**config.mk**
```make
export PLATFORM = sky130hd
export DESIGN_NAME = bram_dump_streamer
export DESIGN_NICKNAME = d
export VERILOG_FILES = /design/src/rtl/bram_dump_streamer.sv
export SDC_FILE = /design/constraint.sdc
export NUM_CORES = 1
export LEC_CHECK = 0
export ABC_AREA = 1
export BUFFER_PORTS_ARGS = -buffer_cell sky130_fd_sc_hd__buf_2
export CAP_MARGIN = 20
export CORE_ASPECT_RATIO = 1.5
export CORE_MARGIN = 2
export CORE_UTILIZATION = 55
export DETAILED_ROUTE_END_ITERATION = 10
export GPL_ROUTABILITY_DRIVEN = 0
export HOLD_SLACK_MARGIN = 0.06
export PLACE_DENSITY = 0.91
export SLEW_MARGIN = 0
export SYNTH_ARGS = -nofsm -noshare
export SYNTH_HDL_FRONTEND = slang
export SYNTH_SLANG_ARGS = --single-unit
```
**constraint.sdc**
```tcl
create_clock -name clk -period 3.35 [get_ports clk]
set_input_delay 0.335 -clock clk [delete_from_list [all_inputs] [get_ports clk]]
set_output_delay 0.335 -clock clk [all_outputs]
set_load 0.02 [all_outputs]
```
**src/rtl/bram_dump_streamer.sv**
```systemverilog
// bram_dump_streamer: walks a word-aligned BRAM range through the debug read
// port and emits each 32-bit word as four little-endian bytes on a
// valid/ready byte stream (feeds the board UART TX for post-run inspection).
// Optional build macro DUMP_CHECKSUM_EN appends an 8-bit modulo-256 sum of all
// emitted bytes as one trailing byte; without it the block has no CSUM state.
module bram_dump_streamer #(
  parameter int ADDR_WIDTH = 12,
  parameter int DATA_WIDTH = 32,
  parameter int CNT_WIDTH  = 11
) (
  input  logic                  clk,
  input  logic                  rst,
  input  logic                  start,
  input  logic [ADDR_WIDTH-1:0] base_addr,
  input  logic [CNT_WIDTH-1:0]  word_count,
  output logic [ADDR_WIDTH-1:0] debug_addr,
  input  logic [DATA_WIDTH-1:0] debug_data,
  output logic [7:0]            tx_data,
  output logic                  tx_valid,
  input  logic                  tx_ready,
  output logic                  busy,
  output logic                  done
);

  typedef enum logic [2:0] {
    S_IDLE,
    S_FETCH,
    S_SEND,
`ifdef DUMP_CHECKSUM_EN
    S_CSUM,
`endif
    S_FINISH
  } state_t;

  state_t                state, state_d;
  logic [ADDR_WIDTH-1:0] addr_d;
  logic [CNT_WIDTH-1:0]  remaining, remaining_d;
  logic [DATA_WIDTH-1:0] word_q, word_d;
  logic [1:0]            byte_idx, byte_idx_d;
  logic [7:0]            tx_data_d;
  logic                  tx_valid_d;
  logic                  busy_d;
  logic                  done_d;
  logic                  hs;
`ifdef DUMP_CHECKSUM_EN
  logic [7:0]            csum, csum_d;
`endif

  // A byte is consumed on any edge where both sides agree.
  assign hs = tx_valid & tx_ready;

  // Next-state and next-datapath logic for the dump sequencer.
  always_comb begin
    // NOTE: every signal written here gets a default first, so no path can
    // leave one unassigned and infer a latch.
    state_d     = state;
    addr_d      = debug_addr;
    remaining_d = remaining;
    word_d      = word_q;
    byte_idx_d  = byte_idx;
    tx_data_d   = tx_data;
    tx_valid_d  = tx_valid;
    busy_d      = busy;
    done_d      = 1'b0;
`ifdef DUMP_CHECKSUM_EN
    csum_d      = csum;
`endif

    case (state)
      S_IDLE: begin
        // done is still high in the first idle cycle; a start there is dropped.
        if (start && !done) begin
          addr_d      = base_addr & ~ADDR_WIDTH'(3);
          remaining_d = word_count;
          busy_d      = 1'b1;
`ifdef DUMP_CHECKSUM_EN
          csum_d      = 8'h00;
`endif
          if (word_count == '0) begin
`ifdef DUMP_CHECKSUM_EN
            // Empty range still reports its (zero) checksum.
            state_d    = S_CSUM;
            tx_data_d  = 8'h00;
            tx_valid_d = 1'b1;
`else
            state_d    = S_FINISH;
`endif
          end else begin
            state_d = S_FETCH;
          end
        end
      end

      S_FETCH: begin
        // debug_addr settled last cycle, so debug_data is valid to capture.
        word_d     = debug_data;
        byte_idx_d = 2'd0;
        tx_data_d  = debug_data[7:0];
        tx_valid_d = 1'b1;
        state_d    = S_SEND;
      end

      S_SEND: begin
        if (hs) begin
`ifdef DUMP_CHECKSUM_EN
          csum_d = csum + tx_data;
`endif
          if (byte_idx != 2'd3) begin
            byte_idx_d = byte_idx + 2'd1;
            word_d     = word_q >> 8;
            tx_data_d  = word_q[15:8];
          end else begin
            tx_valid_d  = 1'b0;
            remaining_d = remaining - CNT_WIDTH'(1);
            addr_d      = debug_addr + ADDR_WIDTH'(4);
            if (remaining == CNT_WIDTH'(1)) begin
`ifdef DUMP_CHECKSUM_EN
              state_d    = S_CSUM;
              tx_data_d  = csum + tx_data;
              tx_valid_d = 1'b1;
`else
              state_d    = S_FINISH;
`endif
            end else begin
              state_d = S_FETCH;
            end
          end
        end
      end

`ifdef DUMP_CHECKSUM_EN
      S_CSUM: begin
        if (hs) begin
          tx_valid_d = 1'b0;
          state_d    = S_FINISH;
        end
      end
`endif

      S_FINISH: begin
        done_d  = 1'b1;
        busy_d  = 1'b0;
        state_d = S_IDLE;
      end

      default: state_d = S_IDLE;
    endcase
  end

  // State and datapath registers with synchronous active-low reset.
  always_ff @(posedge clk) begin
    // NOTE: sequential state uses non-blocking assignments so every register
    // samples the pre-edge values regardless of statement order.
    if (!rst) begin
      state      <= S_IDLE;
      debug_addr <= '0;
      remaining  <= '0;
      word_q     <= '0;
      byte_idx   <= 2'd0;
      tx_data    <= 8'h00;
      tx_valid   <= 1'b0;
      busy       <= 1'b0;
      done       <= 1'b0;
`ifdef DUMP_CHECKSUM_EN
      csum       <= 8'h00;
`endif
    end else begin
      state      <= state_d;
      debug_addr <= addr_d;
      remaining  <= remaining_d;
      word_q     <= word_d;
      byte_idx   <= byte_idx_d;
      tx_data    <= tx_data_d;
      tx_valid   <= tx_valid_d;
      busy       <= busy_d;
      done       <= done_d;
`ifdef DUMP_CHECKSUM_EN
      csum       <= csum_d;
`endif
    end
  end

endmodule

```
Word level (Yosys, flattened, before mapping)
Cells that the tools add are included.
{"block": "totals", "regBits": 71, "output_inout_bits": 23, "wordCells": 63}
{"block": "classes", "add_sub_neg": 3, "n_eq_ne": 9, "muxes": 29, "n_bitwise": 1, "reduce_logical": 12}
{"op": "$mux 32", "n": 2}
{"op": "$pmux 32 s2", "n": 1}
{"op": "$mux 12", "n": 3}
{"op": "$mux 11", "n": 3}
{"op": "$pmux 12 s2", "n": 1}
{"op": "$pmux 11 s2", "n": 1}
{"op": "$mux 8", "n": 2}
{"op": "$pmux 8 s2", "n": 1}
{"op": "$add 12x3->12 const B", "n": 1}
{"op": "$eq 11x1->1 const B", "n": 1}
{"op": "$logic_not 11->1", "n": 1}
{"op": "$sub 11x1->11 const B", "n": 1}
{"op": "$ne 2x2->1 const B", "n": 5}
{"op": "$mux 3", "n": 3}
{"op": "$pmux 3 s3", "n": 1}
{"op": "$reduce_and 3->1", "n": 3}
{"op": "$mux 2", "n": 4}
{"op": "$eq 3x2->1 const B", "n": 2}
{"op": "$reduce_bool 2->1", "n": 3}
{"op": "$mux 1", "n": 4}
{"op": "$pmux 1 s2", "n": 2}
{"op": "$pmux 2 s2", "n": 1}
{"op": "$reduce_and 4->1", "n": 1}
{"op": "$eq 3x1->1 const B", "n": 1}
{"op": "6 further kinds", "n": 6}

Depth between registers and ports, before layout
Gate-level depths: netlist of run 1.
{"block": "depth", "ltp_word": 5, "depth_mapped": 12, "depth_no_buf": 11}

Least setup slack after synthesis of run 1
No wires, ideal clock.
{"block": "synth_timing", "path_kind": "flip-flop to flip-flop", "startpoint": "reg state[1]", "endpoint": "reg tx_data[0]", "setup_ps": 123, "t_arrival_ps": 1259, "t_required_ps": 3227, "setup_slack_ps": 1968, "path_stages_with_launch": 9, "synth_period_minus_slack_ps": 1382, "cell_sequence": "dfxtp_1 buf_4 inv_4 nor2_4 nand4_1 nand2_1 buf_2 buf_4 a31oi_1"}
{"block": "synth_via", "elab_chain_cells": 3, "word_cells_on_any_way": 7, "cone_classes": "eq/ne: 4; mux: 1; reduce/logical: 2"}
{"element": "start, declared", "line_no": "35", "source": "state_t state, state_d;"}
{"element": "start signal, assigned", "line_no": "168", "source": "state <= state_d;"}
{"element": "$eq 3x2->1 / $eq 3x1->1 (equally long branches)", "line_no": "69", "source": "case (state)"}
{"element": "$ne 2x2->1 (no source line) / $reduce_bool 2->1 (equally long branches)"}
{"element": "$reduce_and 3->1 (no source line)"}
{"element": "end signal, assigned", "line_no": "173", "source": "tx_data <= tx_data_d;"}
{"element": "end, declared", "line_no": "18", "source": "output logic [7:0] tx_data,"}
Parallel ways exist; a longest one is shown, timed or not.
A chain may end at the register's enable or synchronous reset.

Worst setup path in the final report of run 1
{"block": "layout_timing", "startpoint": "reg state[1]", "endpoint": "reg debug_addr[10]"}
{"block": "layout_via", "elab_chain_cells": 3, "word_cells_on_any_way": 8, "cone_classes": "eq/ne: 4; mux: 1; reduce/logical: 3"}
{"element": "$eq 3x2->1 / $logic_not 3->1 (equally long branches)", "line_no": "69"}
{"element": "$ne 2x2->1 (no source line) / $reduce_bool 2->1 (equally long branches)"}
{"element": "$reduce_and 4->1 (no source line)"}
{"element": "end signal, assigned", "line_no": "169", "source": "debug_addr <= addr_d;"}
{"element": "end, declared", "line_no": "16", "source": "output logic [ADDR_WIDTH-1:0] debug_addr,"}
Parallel ways exist; a longest one is shown, timed or not.

==> results of run 1 <==
## tightest hold or removal path: stages
cell and delay [ns]:
buf_2 0.07, a21oi_1 0.05, nor2_1 0.07
## report_power, final
part	internal [mW]	switching, mW	total (mW)	leakage (nW)
combinational	0.479	0.975	1.45	1.07
sequential	0.986	0.201	1.19	0.495
clock	0.356	0.321	0.677	0.0988
total	1.82	1.50	3.32	1.66
## final cells by class
cell class              instances  share of cell area [%]
well taps                      70                    2.45
clock buffers                   9                    3.46
clock inverters                 7                    2.31
flip-flops and latches         60                    33.6
multi-input cells             328                    42.8
inverters                      35                    3.74
repair buffers                 81                    11.6
## synth_stat cells (all sizes together)
cell type    n
o31ai        1
a31oi       26
o21a         1
nand3b       1
o211ai       2
or2          1
dfxtp       60
clkbuf      14
o211a        1
nand3       28
nor3         3
conb         1
ha           4
nand2      123
a21oi       31
nor2        44
o21ai       52
inv         35
nand4        5
buf         22
o22ai        3
## cells by family (layout without fill, tap and decap cells)
logic type	Yosys count	after routing	share of synthesized area (%)
DFF	60	60	39.3
and+or+nand+nor	205	205	27.4
other	1	2	0.123
adders and majority gates	4	4	1.64
AOI/OAI and AO/OA	117	117	20.8
buffers and inverters	71	132	10.8
## layer usage
metal,vias up,wire length [um]
met5,-,0
met4,0,148
met3,14,398
met2,103,3550
met1,1433,2980
li1,1626,-
## through the flow
| stage | util (%) | hold slack, ns | std cells | area (um2) |
|---|---|---|---|---|
| 2_1_floorplan | - | 0.443 | 459 | 3060 |
| 3_3_place_gp | 62.3 | 0.451 | 574 | 3370 |
| 3_5_place_dp | 62.3 | 0.460 | 574 | 3370 |
| 4_1_cts | 66.1 | 0.218 | 590 | 3580 |
| 5_1_grt | 66.1 | 0.238 | 590 | 3580 |
| 6_report | 66.1 | 0.231 | 590 | 3580 |
## state kept, by name (all words and copies together), names as in the netlist
signal,flops
state,2
tx_valid,1
done,1
busy,1
byte_idx,2
remaining,11
word_q,25
debug_addr,10
tx_data,7
## path summary, 6_finish.rpt
kind	slack, ns	cells after the start	endpoint
worst min-delay path	0.23	3	word_q[26]$_SDFFE_PN0P_
worst max-delay path	0.97	11	debug_addr[10]$_SDFFE_PN0P_
worst min register to register	0.47	2	word_q[21]$_SDFFE_PN0P_
worst max register to register	0.97	11	debug_addr[10]$_SDFFE_PN0P_
==> results.cfg, run 1 <==
[finish]
multi_input_area_um2 = 1530
nFillCells = 472
drive_gt1_share_pct = 20.0
seq_area_um2 = 1200
diodes = 0
final_common_cell = nand2_1
layout_common_cells = 123 x nand2_1, 77 x buf_2, 60 x dfxtp_1
area_growth_pct = 16.9
fin_nets = 578

[grt]
busiest_layer = met2
grt_pass1_vias = 2764
grt_max_degree = 59
grt_pass1_wl_um = 11500
antenna_found_initial = 0
grt_use_total_pct = 23.7
met2_usage_pct = 42.9
grt_util_met3_pct = 5.55
gr-usage-met1_pct = 26.3
overflow = 0

[setup_path]
cp_max_fo = 21
path_buf_inv = 3
path_common_cell = nand2_1
cp_data_required_time_ns = 3.64
crit_start = state[1]$_SDFFE_PN0P_
cp-end-kind = register
criticalPathCategory = reg -> reg
cp_cell_sequence = inv_4 -> nor2_4 -> nand2_1 -> nand2_1 -> nor2_2 -> inv_2 -> nor2_1 -> nand2_1 -> nand2_1 -> nand2_1 -> inv_1
slowest_stage = nor2_2
rr_startpoint = state[1]$_SDFFE_PN0P_
path_delay_family = simple AND/OR/NAND/NOR gates
cp-start-kind = register
crit_arrival_ns = 2.68
worst_path_largest_cell_delay_ns = 0.63

[clocking]
postCtsSetupBuffers = 0
root_buffer = clkbuf_8
cts-hold-fix-buffers = 0
cts_tree = yes
clk_path_buf_depth = 2
htree_levels = 3
clock_sinks = 60
postCtsResizedCells = 0
path_clk_slew_ns = 0.07
clock_latency_ns = 0.34
numCtsBuffers = 9

[sta]
fin_crit_sh_pct = 71.2
worst_slack_ns = 0.965
finalHoldViolCount = 0
tightestPinTransition_ns = 0.824
skew_ns = 0.0107
finalSetupViolations = 0
clock.fmax_mhz = 419
tns_ns = 0
final_max_slew_viol_count = 0
fin_crit_ns = 2.38
maxSlewHeadroom_pct = 45.0
rsz0062_at_grt = no

[floorplan]
die_h_um = 95.3
die_area_um2 = 6180
initial_core_util_pct = 56.5
die_x_um = 64.9
ioPinCount = 82
design.core.area_um2 = 5410
rows = 33

[place]
place_ws_ns = 1.04
dp_hpwl_um = 4780
numPortBuffers = 77

[routing]
viasPerCell = 5.38
dr.pass1.iters = 7
drtIter0Drc = 229
finalWirelength_um = 7070
routedWlPerCell_um = 12.0
vias = 3176
ant_nets = 0
drc_errors = 0

[synthesis]
yosys-top-cells-area = dfxtp_1 39%, nand2_1 15%, o21ai_0 7.5%, a31oi_1 5.3%, nor2_1 5.2%
synth_seq_area_share_pct = 39.3
yosysTopAreaCellShare_pct = 39.3
yosys.area.top_type = dfxtp_1
syn_inst = 458
syn-mean-instance-area_um2 = 6.68
ys_seq_elements = 60
yosysWarnings = 0
netlist_area_um2 = 3060
netlist-cell-type-count = 27

[worst_hold_path]
hp-start = debug_data[26]
hold_class = in -> reg

[power]
ir_drop_mv = 0.579
power_density_nw_per_um2 = 928
p_total_mw = 3.32
leakagePower_nw = 1.66

[run]
max_cap_violations = 0

[run_status]
status = finished clean
No activity file was read; power rests on OpenSTA's default activity.
==> run 2, diff against run 1 <==
--- a/config.mk
+++ b/config.mk
@@ -10,11 +10,11 @@
 export CAP_MARGIN = 20
 export CORE_ASPECT_RATIO = 1.5
 export CORE_MARGIN = 2
-export CORE_UTILIZATION = 55
+export CORE_UTILIZATION = 47
 export DETAILED_ROUTE_END_ITERATION = 10
 export GPL_ROUTABILITY_DRIVEN = 0
 export HOLD_SLACK_MARGIN = 0.06
-export PLACE_DENSITY = 0.91
+export PLACE_DENSITY = 0.83
 export SLEW_MARGIN = 0
 export SYNTH_ARGS = -nofsm -noshare
 export SYNTH_HDL_FRONTEND = slang
==> constraint.sdc (replaced) <==
create_clock -name clk -period 2.1 [get_ports clk]
set_input_delay 0.21 -clock clk [delete_from_list [all_inputs] [get_ports clk]]
set_output_delay 0.21 -clock clk [all_outputs]
set_load 0.02 [all_outputs]
==> results.cfg, run 2 (synthesis results as in run 1) <==
[run_status]
status = finished clean

[power]
leakagePower_nw = 1.66
ir_drop_mv = 0.788
p_total_mw = 5.22
power_density_nw_per_um2 = 1460

[setup_path]
crit_arrival_ns = 2.10
path_delay_family = buffers and inverters
ff2ff_path_depth = 8
slowest_stage = dfxtp_1
cp-start-kind = register
cp_max_fo = 43
cp-end-kind = register
worst_path_largest_cell_delay_ns = 0.48
cp_num_cells = 8
cp_cell_sequence = inv_4 -> nor2_4 -> buf_12 -> inv_2 -> nand2_1 -> o21ai_0 -> o21ai_1 -> a21oi_1
criticalPathCategory = reg -> reg
path_buf_inv = 3
cp_data_required_time_ns = 2.33

[routing]
dr.pass1.iters = 5
drtIter0Drc = 268
vias = 3234
ant_nets = 0
finalWirelength_um = 7700
routedWlPerCell_um = 13.0
drc_errors = 0
viasPerCell = 5.44

[clocking]
postCtsSetupBuffers = 0
clk_path_buf_depth = 2
path_clk_slew_ns = 0.06
cts_tree = yes
clock_latency_ns = 0.35
postCtsResizedCells = 0
clock_sinks = 60
numCtsBuffers = 9
root_buffer = clkbuf_8
htree_levels = 3
cts-hold-fix-buffers = 0

[sta]
rsz0062_at_grt = no
tightestPinTransition_ns = 0.676
fin_crit_ns = 1.87
maxSlewHeadroom_pct = 54.9
fin_crit_sh_pct = 89.3
skew_ns = 0.00593
tns_ns = 0
clock.fmax_mhz = 533
finalHoldViolCount = 0
final_max_slew_viol_count = 0
whs_ns = 0.0903
finalSetupViolations = 0

[finish]
area_growth_pct = 16.9
nFillCells = 643
layout_common_cells = 123 x nand2_1, 77 x buf_2, 60 x dfxtp_1
drive_gt1_share_pct = 19.7
largest_register_ffs = 25
fin_nets = 579
diodes = 0
final_common_cell = nand2_1
largest_register = word_q
largestRegisters = word_q: 25 flops, remaining: 11 flops, debug_addr: 10 flops

[floorplan]
die_h_um = 103
rows = 36
design.core.area_um2 = 6400
die_area_um2 = 7180
die_x_um = 69.9
initial_core_util_pct = 47.8
ioPinCount = 82

[grt]
overflow = 0
grt_max_degree = 59
antenna_found_initial = 0
grt_pass1_vias = 3027
grt_use_total_pct = 22.3
grt_pass1_wl_um = 12800

[worst_hold_path]
hold_class = in -> reg
whs_path_depth = 3

[run]
max_cap_violations = 0

[place]
dp_hpwl_um = 5030
numPortBuffers = 77
run 2: changes by cell type in the layout (fill, tap and decap cells not counted):
cell and delta:
inv_8 -1, clkbuf_8 +2, inv_6 -3, buf_4 -1, clkinv_2 +1, buf_12 +2
clkinvlp_4 -1, bufinv_16 -1
run 2: path summary, 6_finish.rpt:
kind                       startpoint                          to  slack, ns
min reg2reg  byte_idx[1]$_SDFFE_PN0P_    byte_idx[1]$_SDFFE_PN0P_       0.47
max reg2reg     state[1]$_SDFFE_PN0P_  debug_addr[2]$_SDFFE_PN0P_       0.23
max             state[1]$_SDFFE_PN0P_  debug_addr[2]$_SDFFE_PN0P_       0.23
min                    debug_data[29]     word_q[29]$_SDFFE_PN0P_       0.09
run 2: final cells by class:
| class | instances | area, um2 | area share (%) |
|---|---|---|---|
| inverter | 35 | 134 | 3.75 |
| sequential | 60 | 1200 | 33.6 |
| multi-input combinational | 328 | 1530 | 42.9 |
| clock buffer | 11 | 151 | 4.24 |
| tap | 76 | 95.1 | 2.66 |
| timing repair buffer | 82 | 448 | 12.5 |
| clock inverter | 2 | 12.5 | 0.350 |
run 2: power breakdown:
part	internal [mW]	switching, mW	leakage (nW)	total [mW]
Clock	0.470	0.434	0.0831	0.904
Combinational	0.821	1.61	1.08	2.43
Sequential	1.57	0.315	0.495	1.89
Total	2.86	2.36	1.66	5.22
run 2: worst register-to-register path, cell delays in order, from the launching register on:
cell and delay [ns]:
dfxtp_1 0.48, inv_4 0.11, nor2_4 0.16, buf_12 0.24
inv_2 0.31, nand2_1 0.17, o21ai_0 0.09, o21ai_1 0.15
a21oi_1 0.05
run 2: stage by stage:
stage / instances / setup WS, ns / util [%] / cell area [um2]
final: 594 / 0.225 / 55.9 / 3570
after global placement: 581 / 0.297 / 53.3 / 3410
after floorplan: 459 / 0.718 / - / 3060
after CTS: 594 / 0.238 / 55.9 / 3570
after detailed placement: 581 / 0.241 / 53.3 / 3410
after global routing: 594 / 0.0227 / 55.9 / 3570
run 2: metal layers:
layer / track usage (%) / part of all wire, %
met1: 24.5 / 41
met3: 4.99 / 5.2
met2: 39.4 / 51
met4: 13.5 / 2.6
met5: 0 / 0
==> run 3, diff against run 2 <==
--- a/config.mk
+++ b/config.mk
@@ -9,12 +9,12 @@
 export BUFFER_PORTS_ARGS = -buffer_cell sky130_fd_sc_hd__buf_2
 export CAP_MARGIN = 20
 export CORE_ASPECT_RATIO = 1.5
-export CORE_MARGIN = 2
-export CORE_UTILIZATION = 47
+export CORE_MARGIN = 4
+export CORE_UTILIZATION = 40
 export DETAILED_ROUTE_END_ITERATION = 10
 export GPL_ROUTABILITY_DRIVEN = 0
 export HOLD_SLACK_MARGIN = 0.06
-export PLACE_DENSITY = 0.83
+export PLACE_DENSITY = 0.73
 export SLEW_MARGIN = 0
 export SYNTH_ARGS = -nofsm -noshare
 export SYNTH_HDL_FRONTEND = slang
==> results.cfg, run 3 (synthesis results as in run 1) <==
[sta]
whs_ns = 0.0842
maxSlewHeadroom_pct = 55.5
clock.fmax_mhz = 580
tightestPinTransition_ns = 0.667
finalSetupViolations = 0
skew_ns = 0.00893
tns_ns = 0
finalHoldViolCount = 0
rsz0062_at_grt = no
final_max_slew_viol_count = 0
fin_crit_ns = 1.72
fin_crit_sh_pct = 82.1
worst_slack_ns = 0.376

[place]
numPortBuffers = 77
place_ws_ns = 0.370
dp_hpwl_um = 5380

[finish]
drive_gt1_share_pct = 20.4
final_common_cell = nand2_1
fin_nets = 582
diodes = 0
largest_register_ffs = 25
layout_common_cells = 123 x nand2_1, 77 x buf_2, 60 x dfxtp_1
largestRegisters = word_q: 25 flops, remaining: 11 flops, debug_addr: 10 flops
area_growth_pct = 19.9
largest_register = word_q

[clocking]
postCtsResizedCells = 0
cts-hold-fix-buffers = 0
clock_sinks = 60
cts_tree = yes
clk_path_buf_depth = 2
postCtsSetupBuffers = 0
path_clk_slew_ns = 0.07
root_buffer = clkbuf_8
numCtsBuffers = 9
htree_levels = 3
clock_latency_ns = 0.35

[grt]
grt_pass1_wl_um = 12700
grt_max_degree = 59
antenna_found_initial = 0
grt_use_total_pct = 17.5
grt_pass1_vias = 2925
overflow = 0

[routing]
drc_errors = 0
dr.pass1.iters = 4
ant_nets = 0
viasPerCell = 5.02
routedWlPerCell_um = 12.3
vias = 3133
finalWirelength_um = 7650
drtIter0Drc = 184

[setup_path]
cp-end-kind = register
worst_path_largest_cell_delay_ns = 0.55
cp_max_fo = 58
cp_data_required_time_ns = 2.34
slowest_stage = dfxtp_1
cp_cell_sequence = inv_4 -> nor2_4 -> nand4_1 -> nand2_1 -> buf_12 -> inv_2 -> a21oi_1 -> nor2_1
crit_arrival_ns = 1.97
cp-start-kind = register
criticalPathCategory = reg -> reg

[floorplan]
die_area_um2 = 9140
ioPinCount = 82
die_x_um = 79.4
initial_core_util_pct = 41.8
design.core.area_um2 = 7320
die_h_um = 115
rows = 38

[run]
max_cap_violations = 0

[power]
ir_drop_mv = 0.679
power_density_nw_per_um2 = 1480
leakagePower_nw = 1.69

[run_status]
status = finished clean

[worst_hold_path]
hold_class = in -> reg
[run 3: report_power, final]
part	switching, mW	internal (mW)	leakage [nW]
logic	1.55	0.827	1.09
registers	0.323	1.57	0.495
clock network	0.481	0.667	0.102
total	2.36	3.07	1.69
[run 3: critical path, delay by kind of cell (launching register included)]
kind / cells / cell delay (ns)
DFF: 1 / 0.55
buffers and inverters: 3 / 0.47
and+or+nand+nor: 4 / 0.45
AOI/OAI and AO/OA: 1 / 0.15
[run 3: layout make-up]
class / count / area (um2)
Tap cell: 100 / 125
Inverter: 35 / 134
Clock buffer: 10 / 128
Fill cell: 780 / 3660
Clock inverter: 6 / 88.8
Timing Repair Buffer: 85 / 458
Sequential cell: 60 / 1200
Multi-Input combinational cell: 328 / 1530
[run 3: per-stage QoR]
step	power, mW	utilization [%]	cell area (um2)	cells
after floorplan	3.76	-	3060	459
after global placement	4.23	47.1	3450	608
after detailed placement	4.30	47.1	3450	608
after CTS	5.47	50.1	3670	624
after global routing	5.93	50.1	3670	624
final	5.43	50.1	3670	624
[run 3: path summary, 6_finish.rpt]
path	start	endpoint	slack (ns)	cells after the start
worst min register to register	busy$_SDFFE_PN0P_	busy$_SDFFE_PN0P_	0.47	2
worst max-delay path	state[1]$_SDFFE_PN0P_	word_q[24]$_SDFFE_PN0P_	0.38	8
worst max register to register	state[1]$_SDFFE_PN0P_	word_q[24]$_SDFFE_PN0P_	0.38	8
worst min-delay path	debug_data[29]	word_q[29]$_SDFFE_PN0P_	0.08	3
[run 3: routing by layer]
metal	vias up	track usage, %	part of all wire (%)
li1	1639	-	-
met5	-	0	0
met1	1416	19.7	42
met3	12	4.31	5.1
met4	0	7.91	1.9
met2	66	30.9	51
